<file path="config.mk">
export PLATFORM = sky130hd
export DESIGN_NAME = mem_port_arbiter
export DESIGN_NICKNAME = d
export VERILOG_FILES = /design/src/rtl/mem_port_arbiter_pkg.sv /design/src/rtl/mem_port_arbiter_pick.sv /design/src/rtl/mem_port_arbiter.sv
export SDC_FILE = /design/constraint.sdc
export NUM_CORES = 1
export LEC_CHECK = 0
export ABC_AREA = 0
export CORE_MARGIN = 10
export CORE_UTILIZATION = 44
export DETAILED_ROUTE_END_ITERATION = 8
export HOLD_SLACK_MARGIN = 0.02
export PLACE_DENSITY = 0.86
export SLEW_MARGIN = 5
export SYNTH_ARGS = -nofsm -noshare
export SYNTH_HDL_FRONTEND = slang
export SYNTH_SLANG_ARGS = --single-unit
</file>
<file path="constraint.sdc">
create_clock -name clk -period 5.6 [get_ports clk]
set_clock_uncertainty 0.15 [all_clocks]
set_input_delay 0.84 -clock clk [delete_from_list [all_inputs] [get_ports clk]]
set_output_delay 0.84 -clock clk [all_outputs]
set_load 0.03 [all_outputs]
</file>
<file path="src/rtl/mem_port_arbiter_pkg.sv">
// Shared definitions for the memory port arbiter: FSM state encoding and
// port index constants used by the arbiter and its grant picker.
package mem_port_arbiter_pkg;

    typedef enum logic [1:0] {
        IDLE   = 2'd0,
        ARB    = 2'd1,
        ACCESS = 2'd2,
        DONE   = 2'd3
    } state_t;

    localparam logic PORT_CPU = 1'b0;
    localparam logic PORT_DMA = 1'b1;

endpackage

</file>
<file path="src/rtl/mem_port_arbiter_pick.sv">
// Grant decision for the two requesters. A tie goes to whichever port was not
// granted last; tying last_grant to PORT_CPU turns this into fixed DMA priority.
module mem_arb_pick
    import mem_port_arbiter_pkg::*;
(
    input  logic cpu_req,
    input  logic dma_req,
    input  logic last_grant,
    output logic grant
);

    logic tie;

    assign tie = cpu_req & dma_req;

    always_comb begin
        grant = PORT_CPU;
        if (tie) begin
            grant = (last_grant == PORT_CPU) ? PORT_DMA : PORT_CPU;
        end else if (dma_req) begin
            grant = PORT_DMA;
        end
    end

endmodule

</file>
<file path="src/rtl/mem_port_arbiter.sv">
// Two-port (CPU/DMA) single-memory arbiter with wait-state timeout.
// Define MEM_ARB_RR_EN for round-robin tie breaking; otherwise DMA has fixed priority.
module mem_port_arbiter
    import mem_port_arbiter_pkg::*;
#(
    parameter int DATA_W  = 32,
    parameter int ADDR_W  = 32,
    parameter int TIMEOUT = 16
) (
    input  logic              clk,
    input  logic              reset_n,

    input  logic              cpu_req,
    input  logic              cpu_we,
    input  logic [ADDR_W-1:0] cpu_addr,
    input  logic [DATA_W-1:0] cpu_wdata,
    output logic [DATA_W-1:0] cpu_rdata,
    output logic              cpu_ready,

    input  logic              dma_req,
    input  logic              dma_we,
    input  logic [ADDR_W-1:0] dma_addr,
    input  logic [DATA_W-1:0] dma_wdata,
    output logic [DATA_W-1:0] dma_rdata,
    output logic              dma_ready,

    output logic              mem_read,
    output logic              mem_write,
    output logic [ADDR_W-1:0] mem_addr,
    output logic [DATA_W-1:0] mem_wdata,
    input  logic [DATA_W-1:0] mem_rdata,
    input  logic              mem_ready,

    output logic              timeout_err
);

    localparam int CNT_W = $clog2(TIMEOUT + 1);
    localparam logic [CNT_W-1:0] WAIT_LAST = CNT_W'(TIMEOUT - 1);

    state_t              state_q;
    state_t              state_d;

    logic                pick_grant;
    logic                last_grant;
    logic                grant_q;

    logic                cmd_we_q;
    logic [ADDR_W-1:0]   cmd_addr_q;
    logic [DATA_W-1:0]   cmd_wdata_q;

    logic [CNT_W-1:0]    wait_cnt_q;
    logic [DATA_W-1:0]   cpu_rdata_q;
    logic [DATA_W-1:0]   dma_rdata_q;
    logic                timeout_err_q;

    logic                in_access;
    logic                access_ok;
    logic                access_expired;

    assign in_access      = (state_q == ACCESS);
    assign access_ok      = in_access & mem_ready;
    // mem_ready on the final allowed cycle still wins over the timeout
    assign access_expired = in_access & ~mem_ready & (wait_cnt_q == WAIT_LAST);

    mem_arb_pick u_pick (
        .cpu_req    (cpu_req),
        .dma_req    (dma_req),
        .last_grant (last_grant),
        .grant      (pick_grant)
    );

`ifdef MEM_ARB_RR_EN
    logic last_grant_q;

    always_ff @(posedge clk or negedge reset_n) begin
        if (!reset_n) begin
            last_grant_q <= PORT_CPU;
        end else if (state_q == ARB) begin
            last_grant_q <= pick_grant;
        end
    end

    assign last_grant = last_grant_q;
`else
    assign last_grant = PORT_CPU;
`endif

    always_ff @(posedge clk or negedge reset_n) begin
        if (!reset_n) begin
            state_q <= IDLE;
        end else begin
            state_q <= state_d;
        end
    end

    always_comb begin
        state_d = state_q;
        case (state_q)
            IDLE: begin
                if (cpu_req || dma_req) begin
                    state_d = ARB;
                end
            end
            ARB: begin
                state_d = ACCESS;
            end
            ACCESS: begin
                if (access_ok || access_expired) begin
                    state_d = DONE;
                end
            end
            DONE: begin
                state_d = IDLE;
            end
            default: begin
                state_d = IDLE;
            end
        endcase
    end

    // The command is frozen in ARB so requester changes during the access are ignored
    always_ff @(posedge clk or negedge reset_n) begin
        if (!reset_n) begin
            grant_q     <= PORT_CPU;
            cmd_we_q    <= 1'b0;
            cmd_addr_q  <= '0;
            cmd_wdata_q <= '0;
        end else if (state_q == ARB) begin
            grant_q <= pick_grant;
            if (pick_grant == PORT_DMA) begin
                cmd_we_q    <= dma_we;
                cmd_addr_q  <= dma_addr;
                cmd_wdata_q <= dma_wdata;
            end else begin
                cmd_we_q    <= cpu_we;
                cmd_addr_q  <= cpu_addr;
                cmd_wdata_q <= cpu_wdata;
            end
        end
    end

    always_ff @(posedge clk or negedge reset_n) begin
        if (!reset_n) begin
            wait_cnt_q <= '0;
        end else if (state_q == ARB) begin
            wait_cnt_q <= '0;
        end else if (in_access && !mem_ready) begin
            wait_cnt_q <= wait_cnt_q + CNT_W'(1);
        end
    end

    // An expired access returns all-ones so the requester sees an obvious poison value
    always_ff @(posedge clk or negedge reset_n) begin
        if (!reset_n) begin
            cpu_rdata_q   <= '0;
            dma_rdata_q   <= '0;
            timeout_err_q <= 1'b0;
        end else if (access_ok) begin
            if (grant_q == PORT_DMA) begin
                dma_rdata_q <= mem_rdata;
            end else begin
                cpu_rdata_q <= mem_rdata;
            end
        end else if (access_expired) begin
            timeout_err_q <= 1'b1;
            if (grant_q == PORT_DMA) begin
                dma_rdata_q <= '1;
            end else begin
                cpu_rdata_q <= '1;
            end
        end
    end

    assign mem_read    = in_access & ~cmd_we_q;
    assign mem_write   = in_access &  cmd_we_q;
    assign mem_addr    = in_access ? cmd_addr_q  : '0;
    assign mem_wdata   = in_access ? cmd_wdata_q : '0;

    assign cpu_ready   = (state_q == DONE) && (grant_q == PORT_CPU);
    assign dma_ready   = (state_q == DONE) && (grant_q == PORT_DMA);
    assign cpu_rdata   = cpu_rdata_q;
    assign dma_rdata   = dma_rdata_q;
    assign timeout_err = timeout_err_q;

endmodule
</file>
# --- Word-level counts from Yosys, hierarchy flattened ---
# Cells that the tools add are included.
classes:
  n_addsub: 1
  n_reduce_logical: 13
  n_div: 0
  shifts: 0
  muxes: 20
  multipliers: 0
  magnitude_cmp: 0
  n_eq_ne: 10
  bitwise: 10
ops:
  columns: ["op", "n"]
  rows:
  - ["32-bit 2-to-1 mux", 12]
  - ["5-bit 2-to-1 mux", 2]
  - ["2-bit inequality test (second input constant)", 5]
  - ["2-bit one-hot mux with 4 select lines", 1]
  - ["1-bit bitwise AND", 6]
  - ["3-bit AND reduction", 2]
  - ["5-bit by 1-bit adder with 5-bit output (second input constant)", 1]
  - ["5-bit by 4-bit == test with 1-bit output (second input constant)", 1]
  - ["2-bit == test (second input constant)", 2]
  - ["2-bit 2-to-1 mux", 2]
  - ["1-bit inverter", 4]
  - ["2-bit AND reduction", 2]
  - ["2-bit nonzero test", 2]
  - ["1-bit logical AND", 3]
  - ["1-bit 2-to-1 mux", 3]
  - ["2-bit by 1-bit == test with 1-bit output (second input constant)", 1]
  - ["2-bit zero test", 1]
  - ["1-bit logical OR", 2]
  - ["2-bit by 1-bit inequality test with 1-bit output (second input constant)", 1]
  - ["1-bit zero test", 1]
word_totals:
  ram_bits: 0
  romBits: 0
  mem_count: 0
  latch_bits: 0
  regBits: 138

# --- Longest topological paths before layout ---
# Gate-level depths: netlist (run 1).
depth:
  word_depth: 6
  mapped_depth: 7

# --- Cells and area by module ---
# Synthesis (run 1) repeated with hierarchy kept, for this count alone.
hier_totals:
  hier_cells: 550
  hier_area_um2: 6301.0
by_module_without_submodules:
  columns: ["module", "seq_area_each_um2", "area_each_um2", "instances", "cells_each"]
  rows:
  - ["mem_port_arbiter", 3453.3, 6289.8, 1, 549]
  - ["mem_arb_pick", 0.0, 11.3, 1, 1]

# --- Least setup slack after synthesis (run 1) ---
# No wires, ideal clock.
synth_path:
  path_kind: "flip-flop to output port"
  startpoint: "register state_q[0]"
  endpoint: "output port mem_wdata[11]"
  path_slack_ns: 3.162
  path_stages_with_launch: 7
  t_required_ns: 4.610
  path_buffers: 3
  arrival_ns: 1.448
  cell_sequence: "dfrtp_1 -> inv_1 -> ha_1 -> buf_6 -> clkbuf_2 -> clkbuf_1 -> and2_1"
synth_via:
  elab_chain_len: 2
synth_lines:
  columns: ["element", "line_no", "rtl"]
  rows:
  - ["from (decl)", "mem_port_arbiter.sv:40", "state_t state_q;"]
  - ["from (signal assigned)", "mem_port_arbiter.sv:92", "state_q <= state_d;"]
  - ["2-bit == test", "mem_port_arbiter.sv:60", "assign in_access = (state_q == ACCESS);"]
  - ["32-bit 2-to-1 mux", "mem_port_arbiter.sv:177", "assign mem_wdata = in_access ? cmd_wdata_q : '0;"]
  - ["to (decl)", "mem_port_arbiter.sv:30", "output logic [DATA_W-1:0] mem_wdata,"]
# No other way between the ends.

# --- Worst setup path after layout (run 1) ---
layout_path:
  startpoint: "register state_q[0]"
  endpoint: "output port mem_addr[17]"
layout_via:
  elab_chain_len: 2
layout_lines:
  columns: ["element", "line_no", "rtl"]
  rows:
  - ["2-bit == test", "mem_port_arbiter.sv:60", null]
  - ["32-bit 2-to-1 mux", "mem_port_arbiter.sv:176", "assign mem_addr = in_access ? cmd_addr_q : '0;"]
  - ["to (decl)", "mem_port_arbiter.sv:29", "output logic [ADDR_W-1:0] mem_addr,"]
# No other way between the ends.

==> results of run 1 <==
==> worst paths after layout <==
path / from / to
worst max-delay path: state_q[0]$_DFFE_PN0P_ / mem_addr[17]
max in group asynchronous: reset_n / cmd_addr_q[30]$_DFFE_PN0P_
min in group asynchronous: reset_n / cpu_rdata[11]$_DFFE_PN0P_
worst min register to register: timeout_err$_DFFE_PN0P_ / timeout_err$_DFFE_PN0P_
worst min-delay path: timeout_err$_DFFE_PN0P_ / timeout_err$_DFFE_PN0P_
worst max register to register: state_q[0]$_DFFE_PN0P_ / cpu_rdata[8]$_DFFE_PN0P_
==> sequential cells by signal, summed over array words and instances (netlist names) <==
name,count
grant_q,1
wait_cnt_q,5
state_q,2
timeout_err,1
cmd_addr_q,32
dma_rdata,32
cmd_we_q,1
cpu_rdata,32
cmd_wdata_q,32
==> stage by stage <==
step	total power, W	instances	utilization
floorplan	0.00365	548	-
global placement	0.00492	989	0.668
detailed placement	0.00503	989	0.668
CTS	0.00611	1021	0.708
global route	0.00636	1021	0.708
finish	0.00603	1021	0.708
==> kinds of logic (layout without fill, tap and decap cells) <==
logic type | after synthesis | after routing | synth area share
simple gates | 150 | 150 | 0.120
flops | 138 | 138 | 0.549
xor+xnor | 2 | 2 | 0.00279
buf+inv | 48 | 341 | 0.0448
mux | 68 | 68 | 0.109
compound gates | 135 | 135 | 0.161
fa+ha+maj | 7 | 7 | 0.0139
==> metal layers <==
layer | track usage | vias up
met5 | 0 | -
met4 | 0.0853 | 0
met3 | 0.0657 | 33
met2 | 0.363 | 174
met1 | 0.204 | 2449
li1 | - | 2485
==> worst max-delay path: stages (launching register included) <==
cell and delay, ns:
dfrtp_1 0.43, inv_1 0.14, ha_2 0.90, and2_1 0.24
clkdlybuf4s50_1 0.70
==> report_power, final <==
group	switching (W)	leakage, nW	internal [W]	total (W)
Clock	0.000409	0.258	0.000633	0.00104
Sequential	0.000278	1.54	0.00149	0.00177
Combinational	0.00183	2.30	0.00140	0.00323
Total	0.00251	4.10	0.00352	0.00603
==> placed cells by master, fill, tap and decap left out, types with 3 or more instances in the layout <==
| cell | count |
|---|---|
| a21oi_1 | 66 |
| clkinvlp_4 | 5 |
| clkbuf_16 | 17 |
| inv_1 | 4 |
| ha_1 | 5 |
| dfrtp_1 | 138 |
| clkdlybuf4s50_1 | 297 |
| o22a_2 | 64 |
| and2_1 | 66 |
| buf_4 | 7 |
| nor2b_1 | 3 |
| clkbuf_1 | 3 |
| mux2i_1 | 66 |
| nor2_1 | 71 |
==> area by class of cell <==
type,instances,area share
clock buffer,22,0.0471
clock inverter,10,0.00964
inverter,4,0.00152
sequential,138,0.350
tap,180,0.0228
timing repair buffer,305,0.308
multi-input combinational,362,0.261
==> out/results.ini, run 1 <==
[outcome]
status = complete, no violations

[placed_design]
hpwl_microns = 15200
postPlaceCellArea_sq_mm = 0.00930
place.gp.congestion = 0.781
port_buffers = 299
pre_cts_ws_ns = 2.13

[setup_path]
crit_type = reg2out
path_max_fanout = 73
r2r_cells = 6
cp-end-kind = output pin
critPathRequiredTime_ns = 4.61
r2r_setup_slack_ns = 3.02
cp_data_arrival_time_ns = 2.85
critPathLaunchType = flop

[clock_network]
cts_made_buffers = 17
clk_pin_slew_ns = 0.06
cts_setup_buffers = 0
ctsResizeCount = 0
cts_tree = done
cts_buffer_depth = 2
cts-root-buf = clkbuf_16
cts_hold_buf = 0
h-tree-depth = 4
cts_sinks = 138
clk-insertion-delay-late_ns = 0.41

[global_route]
grt_pass1_vias = 5594
grt_start_max_net_pins = 93
gr-total-overflow = 0
grt_usage = 0.199
antenna_found_initial = 0
grt_pass1_wl_microns = 31000

[detailed_routing]
wl_met3_microns = 1350
routedWlPerCell_microns = 19.7
top_layer = met4
initialDrtViolationCount = 187
wirelength_microns = 20200
ant_nets = 0
met2_wirelength_microns = 10700
wl_met1_microns = 7570
drc = 0
via_count = 5141
dr.pass1.iters = 5
via_per_inst = 5.04

[yosys]
synthCells = 548
synth_largest_area_cell = dfrtp_1
synth_cell_type_count = 31
synth_edf_count = 0
synth.yosys.seq_area_share = 0.549
synth_top_area_share = 0.549
netlist_top_cells_count = 138 x dfrtp_1, 73 x nor2_1, 66 x a21oi_1, 66 x and2_1, 66 x mux2i_1
netlist_area_sq_mm = 0.00629
async_flop_share = 1.00
yosysWarnings = 0
yosysMostFrequentCell = dfrtp_1
synthFlopType = dfrtp_1
syn_area_per_cell_sq_um = 11.5
synth_nets = 722
synth_area_leaders = dfrtp_1 55%, mux2i_1 11%, o22a_2 10%
synth_seq_cells = 138

[cells_and_area]
final_area_sq_mm = 0.00986
final_layout_size_suffix_gt1_frac = 0.127
multiInputGateArea_sq_mm = 0.00257
seqCellArea_sq_mm = 0.00345
final_nets = 1002
syn_to_final_growth_pct = 56.9
antenna_cells = 0
nFillCells = 945

[sta]
grt_setup_unrepaired = no
holdWs_ns = 0.303
fin_tns_setup_ns = 0
hold_viol_final = 0
final_max_slew_viol_count = 0
max-slew-margin-rel = 0.249
setup_viol = 0
fin_crit_sh = 0.685
period_minus_slack_ns = 3.84
max_freq_mhz = 261
worst_pin_slew_ns = 1.13
setup_ws_ns = 1.76

[worst_hold_path]
hold_path.class = reg2reg
min_path_cells = 1

[floorplanning]
die_w_microns = 140
fp-row-count = 43
coreArea_sq_mm = 0.0139
start_util = 0.451
top_level_ports = 300
dieArea_sq_mm = 0.0195
die_h_microns = 140

[power_and_ir_drop]
power_density_mw_per_mm2 = 612
power.leakage_nw = 4.10
peakVddDrop_uv = 357

[run]
drv_cap = 0

Note: power is estimated with default switching activity, not from simulation.
==> run 2: changes to the inputs <==
- CORE_UTILIZATION: 44 -> 41
- PLACE_DENSITY: 0.86 -> 0.8
- clock period: 5.6 -> 3.58 ns (I/O delays scaled with it)
==> run 2 against run 1 <==
Against the previous run:
- die area increased by 6.3%
- via count increased by 1.0%
- sequential power increased by 55%
- non-clock buffer count increased by 3
- largest power group unchanged
- global-route usage decreased by 0.79 points
==> out/results.ini, run 2 (synthesis gave the netlist of run 1 again) <==
[sta]
fin_crit_sh = 0.935
fin_tns_setup_ns = 0
max-slew-margin-rel = 0.576
hold_viol_final = 0
worst_pin_slew_ns = 0.636
period_minus_slack_ns = 3.35
max_freq_mhz = 299
grt_setup_unrepaired = no
final_max_slew_viol_count = 0
setup_viol = 0

[cells_and_area]
antenna_cells = 0
final_common_cell = clkdlybuf4s50_1
syn_to_final_growth_pct = 58.5
final_layout_size_suffix_gt1_frac = 0.129
nFillCells = 1156
final_nets = 1005
final_cell_mix = 297 x clkdlybuf4s50_1, 138 x dfrtp_1, 71 x nor2_1
final_area_sq_mm = 0.00997

[placed_design]
hpwl_microns = 15700
postPlaceCellArea_sq_mm = 0.00938
place.gp.congestion = 0.822
port_buffers = 299

[detailed_routing]
via_count = 5193
ant_nets = 0
dr.pass1.iters = 4
drc = 0
initialDrtViolationCount = 258
via_per_inst = 5.04
routedWlPerCell_microns = 19.9
wirelength_microns = 20500

[power_and_ir_drop]
power.leakage_nw = 4.14
power_density_mw_per_mm2 = 961
p_int_w = 0.00561
p_sw_frac = 0.414
p_switching_w = 0.00397
combPwrFrac = 0.536
peakVddDrop_uv = 597
seqPwrFrac = 0.287
p_clk_frac = 0.177

[clock_network]
clk_pin_slew_ns = 0.06
cts_sinks = 138
cts_setup_buffers = 0
clk-insertion-delay-late_ns = 0.41
cts-root-buf = clkbuf_16
cts_hold_buf = 1
h-tree-depth = 4
cts_buffer_depth = 2
ctsResizeCount = 0
cts_tree = done
cts_made_buffers = 17

[floorplanning]
dieArea_sq_mm = 0.0207
top_level_ports = 300
start_util = 0.417
fp-row-count = 45
die_h_microns = 144
die_w_microns = 144
coreArea_sq_mm = 0.0151

[global_route]
grt_pass1_vias = 5670
antenna_found_initial = 0
gr-total-overflow = 0
grt_pass1_wl_microns = 30800
grt_usage = 0.191
grt_start_max_net_pins = 80

[setup_path]
path_max_fanout = 43
critPathLaunchType = flop
critPathRequiredTime_ns = 2.89
cp-end-kind = output pin
crit_type = reg2out
cp_data_arrival_time_ns = 2.66

[run]
drv_cap = 0

[outcome]
status = complete, no violations

[worst_hold_path]
hold_path.class = reg2reg

-- run 2: cell count changes in the layout (fill, tap and decap cells not counted) --
| cell | before | now |
|---|---|---|
| buf_12 | 0 | 4 |
| dlygate4sd3_1 | 0 | 1 |
| buf_4 | 7 | 5 |
| clkinvlp_4 | 5 | 3 |
| clkbuf_1 | 3 | 2 |
| inv_6 | 0 | 1 |
| bufinv_16 | 1 | 2 |
-- run 2: path summary, 6_finish.rpt --
path,endpoint,cells past startpoint,startpoint,slack (ns)
setup / recovery,mem_wdata[20],5,state_q[0]$_DFFE_PN0P_,0.23
hold / removal,timeout_err$_DFFE_PN0P_,1,timeout_err$_DFFE_PN0P_,0.32
setup reg to reg,cpu_rdata[25]$_DFFE_PN0P_,7,state_q[0]$_DFFE_PN0P_,0.85
hold reg to reg,timeout_err$_DFFE_PN0P_,1,timeout_err$_DFFE_PN0P_,0.32
max in group asynchronous,cmd_wdata_q[25]$_DFFE_PN0P_,3,reset_n,1.90
min in group asynchronous,dma_rdata[11]$_DFFE_PN0P_,2,reset_n,0.54
-- run 2: critical path, stage by stage, from the launching register on --
cell and delay, ns:
dfrtp_1 0.43, inv_1 0.13, ha_2 0.61, buf_12 0.25, and2_1 0.14, clkdlybuf4s50_1 0.68
-- run 2: per-stage QoR --
step / worst slack (ns) / power [W] / hold WS, ns / std cells / utilization
2_1_floorplan: 1.45 / 0.00571 / 0.0914 / 548 / -
3_3_place_gp: 0.670 / 0.00778 / 0.299 / 999 / 0.621
3_5_place_dp: 0.603 / 0.00796 / 0.306 / 999 / 0.621
4_1_cts: 0.156 / 0.00970 / 0.319 / 1031 / 0.661
5_1_grt: 0.0314 / 0.0101 / 0.351 / 1031 / 0.661
6_report: 0.231 / 0.00958 / 0.316 / 1031 / 0.661
-- run 2: power groups by stage --
| stage | combinational [W] | sequential (W) | clock, W |
|---|---|---|---|
| after floorplan | 0.00233 | 0.00338 | 0 |
| after global placement | 0.00508 | 0.00270 | 0 |
| after detailed placement | 0.00520 | 0.00277 | 0 |
| after CTS | 0.00521 | 0.00275 | 0.00174 |
| after global routing | 0.00546 | 0.00283 | 0.00181 |
| final | 0.00514 | 0.00275 | 0.00169 |
-- run 2: layout make-up --
cell class | instances | area, sq um | share of cell area
Clock inverter | 10 | 119 | 0.0119
Clock buffer | 21 | 460 | 0.0462
Inverter | 4 | 15.0 | 0.00151
Sequential cell | 138 | 3450 | 0.346
Tap cell | 188 | 235 | 0.0236
Timing Repair Buffer | 308 | 3110 | 0.312
Multi-Input combinational cell | 362 | 2570 | 0.258
-- run 2: routing by layer --
metal | global-route usage | part of all wire | vias to the layer above | routed length (microns)
met4 | 0.0785 | 0.026 | 0 | 539
met3 | 0.0627 | 0.077 | 29 | 1580
met5 | 0 | 0 | - | 0
met2 | 0.346 | 0.53 | 194 | 10800
met1 | 0.199 | 0.37 | 2481 | 7530
li1 | - | - | 2489 | -
